<file path="src/rtl/shift_add_multiplier.sv">
// Sequential shift-and-add unsigned multiplier, one multiplicand bit per cycle.
// Define SHIFT_ADD_EARLY_TERM_EN to finish as soon as no multiplicand bits remain.
module single_bit_multiply #(
  parameter int SIZE = 5
) (
  input  logic [SIZE-1:0] a_i,
  input  logic            bit_i,
  output logic [SIZE-1:0] pp_o
);
  assign pp_o = a_i & {SIZE{bit_i}};
endmodule

module shift_add_multiplier #(
  parameter int SIZE = 5
) (
  input  logic              clk,
  input  logic              rst,
  input  logic              start,
  input  logic [SIZE-1:0]   multiplier,
  input  logic [SIZE-1:0]   multiplicand,
  output logic              busy,
  output logic              done,
  output logic [2*SIZE-1:0] product
);
  localparam int CW = (SIZE > 1) ? $clog2(SIZE) : 1;

  localparam logic [1:0] IDLE = 2'd0;
  localparam logic [1:0] RUN  = 2'd1;
  localparam logic [1:0] DONE = 2'd2;

  logic [1:0]        state_q, state_d;
  logic [SIZE-1:0]   a_q, a_d;
  logic [SIZE-1:0]   mcand_q, mcand_d;
  logic [2*SIZE-1:0] acc_q, acc_d;
  logic [2*SIZE-1:0] prod_q, prod_d;
  logic [CW-1:0]     cnt_q, cnt_d;

  logic [SIZE-1:0]   pp;
  logic [2*SIZE-1:0] pp_sh;
  logic [2*SIZE-1:0] acc_sum;
  logic              last;

  single_bit_multiply #(
    .SIZE(SIZE)
  ) u_sbm (
    .a_i  (a_q),
    .bit_i(mcand_q[0]),
    .pp_o (pp)
  );

  assign pp_sh   = {{SIZE{1'b0}}, pp} << cnt_q;
  assign acc_sum = acc_q + pp_sh;

`ifdef SHIFT_ADD_EARLY_TERM_EN
  // Remaining multiplicand bits all zero: further additions are no-ops.
  assign last = (cnt_q == CW'(SIZE - 1))
             || (mcand_q[SIZE-1:1] == '0);
`else
  assign last = (cnt_q == CW'(SIZE - 1));
`endif

  always_comb begin
    state_d = state_q;
    a_d     = a_q;
    mcand_d = mcand_q;
    acc_d   = acc_q;
    prod_d  = prod_q;
    cnt_d   = cnt_q;
    unique case (state_q)
      IDLE: begin
        if (start) begin
          a_d     = multiplier;
          mcand_d = multiplicand;
          acc_d   = '0;
          cnt_d   = '0;
          state_d = RUN;
        end
      end
      RUN: begin
        acc_d   = acc_sum;
        mcand_d = mcand_q >> 1;
        cnt_d   = cnt_q + CW'(1);
        if (last) begin
          prod_d  = acc_sum;
          state_d = DONE;
        end
      end
      DONE: state_d = IDLE;
      default: state_d = IDLE;
    endcase
  end

  always_ff @(posedge clk or posedge rst) begin
    if (rst) begin
      state_q <= IDLE;
      a_q     <= '0;
      mcand_q <= '0;
      acc_q   <= '0;
      prod_q  <= '0;
      cnt_q   <= '0;
    end else begin
      state_q <= state_d;
      a_q     <= a_d;
      mcand_q <= mcand_d;
      acc_q   <= acc_d;
      prod_q  <= prod_d;
      cnt_q   <= cnt_d;
    end
  end

  assign busy    = (state_q == RUN);
  assign done    = (state_q == DONE);
  assign product = prod_q;
endmodule

</file>
<file path="config.mk">
export PLATFORM = sky130hd
export DESIGN_NAME = shift_add_multiplier
export DESIGN_NICKNAME = d
export VERILOG_FILES = /design/src/rtl/shift_add_multiplier.sv
export SDC_FILE = /design/constraint.sdc
export NUM_CORES = 1
export LEC_CHECK = 0
export ABC_AREA = 0
export CAP_MARGIN = 20
export CORE_ASPECT_RATIO = 0.75
export CORE_MARGIN = 2
export CORE_UTILIZATION = 30
export DETAILED_ROUTE_END_ITERATION = 7
export GPL_TIMING_DRIVEN = 0
export PLACE_DENSITY_LB_ADDON = 0.12
export SLEW_MARGIN = 20
export SYNTH_ARGS = -nofsm -noshare
export SYNTH_HDL_FRONTEND = slang
export SYNTH_SLANG_ARGS = --single-unit
export TNS_END_PERCENT = 50
</file>
<file path="constraint.sdc">
create_clock -name clk -period 2.5 [get_ports clk]
set_clock_uncertainty 0.2 [all_clocks]
set_input_delay 0.75 -clock clk [delete_from_list [all_inputs] [get_ports clk]]
set_output_delay 0.75 -clock clk [all_outputs]
set_load 0.03 [all_outputs]
</file>
==> flow_metrics.tcl <==
set metrics [dict create \
    cts_tree "yes" \
    r2r-start "cnt_q[0]$_DFFE_PP0P_" \
    rsz0062_at_grt "yes" \
    layout_common_cells "nand2_1 (37), dfrtp_1 (32), buf_4 (22), clkdlybuf4s50_1 (22), o21ai_0 (10)" \
    routabilityCongestion 0.845 \
    max-slew-margin-rel_pct 50.6 \
    synth_area_leaders "dfrtp_1 (41%), nand2_1 (6.8%), ha_1 (6.4%), mux2_2 (4.7%), o21ai_0 (4.2%)" \
    avgViaCountPerCell 4.79 \
    worstSetupStartpoint "cnt_q[0]$_DFFE_PP0P_" \
    drt_iter0_markers 66 \
    yosys_warnings 0 \
    netlist_area_um2 2140 \
    synth_edf_count 0 \
    rrSetupSlack_ns -0.24 \
    final_common_cell "nand2_1" \
    p_leak_nw 1.29 \
    ctsHtreeMaxLevel 2 \
    maxCapViolCount 0 \
    required_ns 2.49 \
    fill_cells 673 \
    cpMaxStageDelayCell "dfrtp_1" \
    synthesis.nets 257 \
    drc_errors 0 \
    initial_core_util_pct 31.2 \
    path_class "flip-flop to flip-flop" \
    violations "setup timing" \
    io_pins 25 \
    worst_slew_pin_slew_ns 0.739 \
    postCtsHoldBufs 0 \
    grt_max_degree 19 \
    path_cells "buf_6 > mux2i_4 > mux2i_1 > nand2_1 > nor2_4 > ha_4 > nor2b_4 > o31a_1 > o21a_1 > o21a_1 > o32ai_2" \
    fin_nets 311 \
    synth.distinct_cells 45 \
    fp.dieW_um 102 \
    cpMostUsedCell "o21a_1" \
    clkLatencyLatePin_ns 0.29 \
    core_um2 6860 \
    reg2reg_to "acc_q[6]$_DFFE_PP0P_" \
    end_kind "flip-flop" \
    cp-start-kind "flip-flop" \
    dp_hpwl_um 3920 \
    cts_buffer_depth 2 \
    vias 1845 \
    synth_largest_area_cell "dfrtp_1" \
    crit_family "compound AO/OA/AOI/OAI gates" \
    dr.pass1.iters 4 \
    cts.sinks 35 \
    placementRows 26 \
    reg2regPathDepth 11 \
    avgSynthCellArea_um2 9.24 \
    wl_per_cell_um 14.7 \
    synth_seq_cells 35 \
    die_area_um2 7850 \
    area_growth_pct 48.0 \
    hp-class "flip-flop to flip-flop" \
    max_freq_ghz 0.365 \
    post-route-util_pct 46.2 \
    synth_cells 232 \
    yosysSeqAreaShare_pct 40.8 \
    ys.flop_type "dfrtp_1" \
    hold_viol 0 \
    die_y_um 77.2 \
    fin_ws_ns -0.242 \
    regArea_um2 880 \
    finalMaxSlewViolations 0 \
    grt_pass1_vias 1675 \
    drive_gt1_share_pct 36.6 \
    cp-endpoint "acc_q[6]$_DFFE_PP0P_" \
    clkTransAtPathRegs_ns 0.07 \
    overflow 0 \
    cp_max_fo 5 \
    final_antenna_net_count 0 \
    fin_tns_setup_ns -1.59 \
    diodes 0 \
    crit_arrival_ns 2.74 \
    p_per_area_nw_per_um2 1270 \
    antenna_found_initial 0 \
    ys_async_sr_fraction_pct 100 \
    fin_crit_sh_pct 110 \
    path_buf_inv 1 \
    period_needed_ns 2.74 \
    multi_input_area_um2 1510 \
    cts_buffers 5 \
    synth.top_cell.area_share_pct 40.8 \
    cts_root_buffer "clkbuf_8" \
    drt_wl_total_um 5680 \
    peakVddDrop_mv 0.580 \
    cp_num_cells 11 \
    status "complete, but fails checks" \
    setup_viol 11 \
    io_buffers 24 \
    grt_usage_pct 14.3 \
    critPathMaxStageDelay_ns 0.40 \
    grt_pass1_wl_um 8630 \
]
flip-flops by register name (all words and copies together), names as in the netlist:
signal	count
cnt_q	3
acc_q	10
state_q	2
product	10
mcand_q	5
a_q	5
repair_timing:
item,CTS,global route
pin swaps,14,21
resized for setup,21,68
endpoints found under the setup margin,14,21
buffers inserted,11,12
worst min-delay path, stage by stage (launching register included):
cell,delay (ns)
dfrtp_1,0.35
nand2_1,0.04
o21ai_0,0.06
cell type report:
class                      instances  area share, %
clock inverter                     1          0.158
inverter                           9           1.06
tap                               98           3.86
timing repair buffer              48           14.6
multi-input combinational        177           47.6
buffer                            10           2.56
clock buffer                       7           2.41
sequential                        35           27.7
worst min-delay path by stage:
| stage | slack, ns | endpoint | depth (start not counted) | start |
|---|---|---|---|---|
| 2_1_floorplan | 0.25 | mcand_q[0]$_DFFE_PP0P_ | 2 | mcand_q[1]$_DFFE_PP0P_ |
| 4_1_cts | 0.29 | mcand_q[2]$_DFFE_PP0P_ | 2 | mcand_q[2]$_DFFE_PP0P_ |
| 6_report | 0.28 | product[1]$_DFFE_PP0P_ | 2 | product[1]$_DFFE_PP0P_ |
| 5_1_grt | 0.31 | product[1]$_DFFE_PP0P_ | 2 | product[1]$_DFFE_PP0P_ |
| 3_5_place_dp | 0.27 | mcand_q[2]$_DFFE_PP0P_ | 2 | mcand_q[2]$_DFFE_PP0P_ |
| 3_3_place_gp | 0.26 | mcand_q[2]$_DFFE_PP0P_ | 2 | mcand_q[2]$_DFFE_PP0P_ |
layer usage:
layer  share of wire, %  vias to the layer above  GRT usage [%]
li1                   -                      928              -
met1                 53                      885           23.0
met2                 42                       28           18.2
met3                4.2                        4           3.74
met4               0.70                        0           3.78
met5                  0                        -              0
cells in the mapped netlist, types with 6 or more instances:
master and n:
mux2_2 9, nand3_1 9, nor2_1 13, o21ai_0 18, mux2i_1 6, nand2_1 39, a21oi_1 7, o22ai_1 8
ha_1 11, inv_1 8, dfrtp_1 35
logic make-up (layout without fill, tap and decap cells):
logic type,after synthesis,in the layout,share of synthesized area [%]
muxes,15,15,7.53
and+or+nand+nor,86,86,19.7
DFF,35,35,40.8
adders and majority gates,12,12,7.35
AOI/OAI and AO/OA,59,59,18.3
buffers and inverters,20,75,4.32
xor gates and xnor gates,5,5,2.04
stage by stage:
stage / cells / setup slack (ns) / total power, W / cell area (µm²) / hold slack (ns)
after detailed placement: 355 / -0.365 / 0.00284 / 2540 / 0.272
final: 385 / -0.242 / 0.00403 / 3170 / 0.280
after global placement: 354 / -0.403 / 0.00282 / 2520 / 0.264
after global routing: 385 / -0.395 / 0.00435 / 3170 / 0.308
after CTS: 373 / -0.227 / 0.00346 / 2780 / 0.290
after floorplan: 232 / -0.0734 / 0.00231 / 2150 / 0.250
where the power goes:
group          total (W)  internal [W]  leakage, nW  switching, W
Combinational    0.00257       0.00128        0.811       0.00129
Clock           0.000404      0.000196       0.0422      0.000209
Sequential       0.00105      0.000818        0.439      0.000236
(Power assumes the default switching activity.)
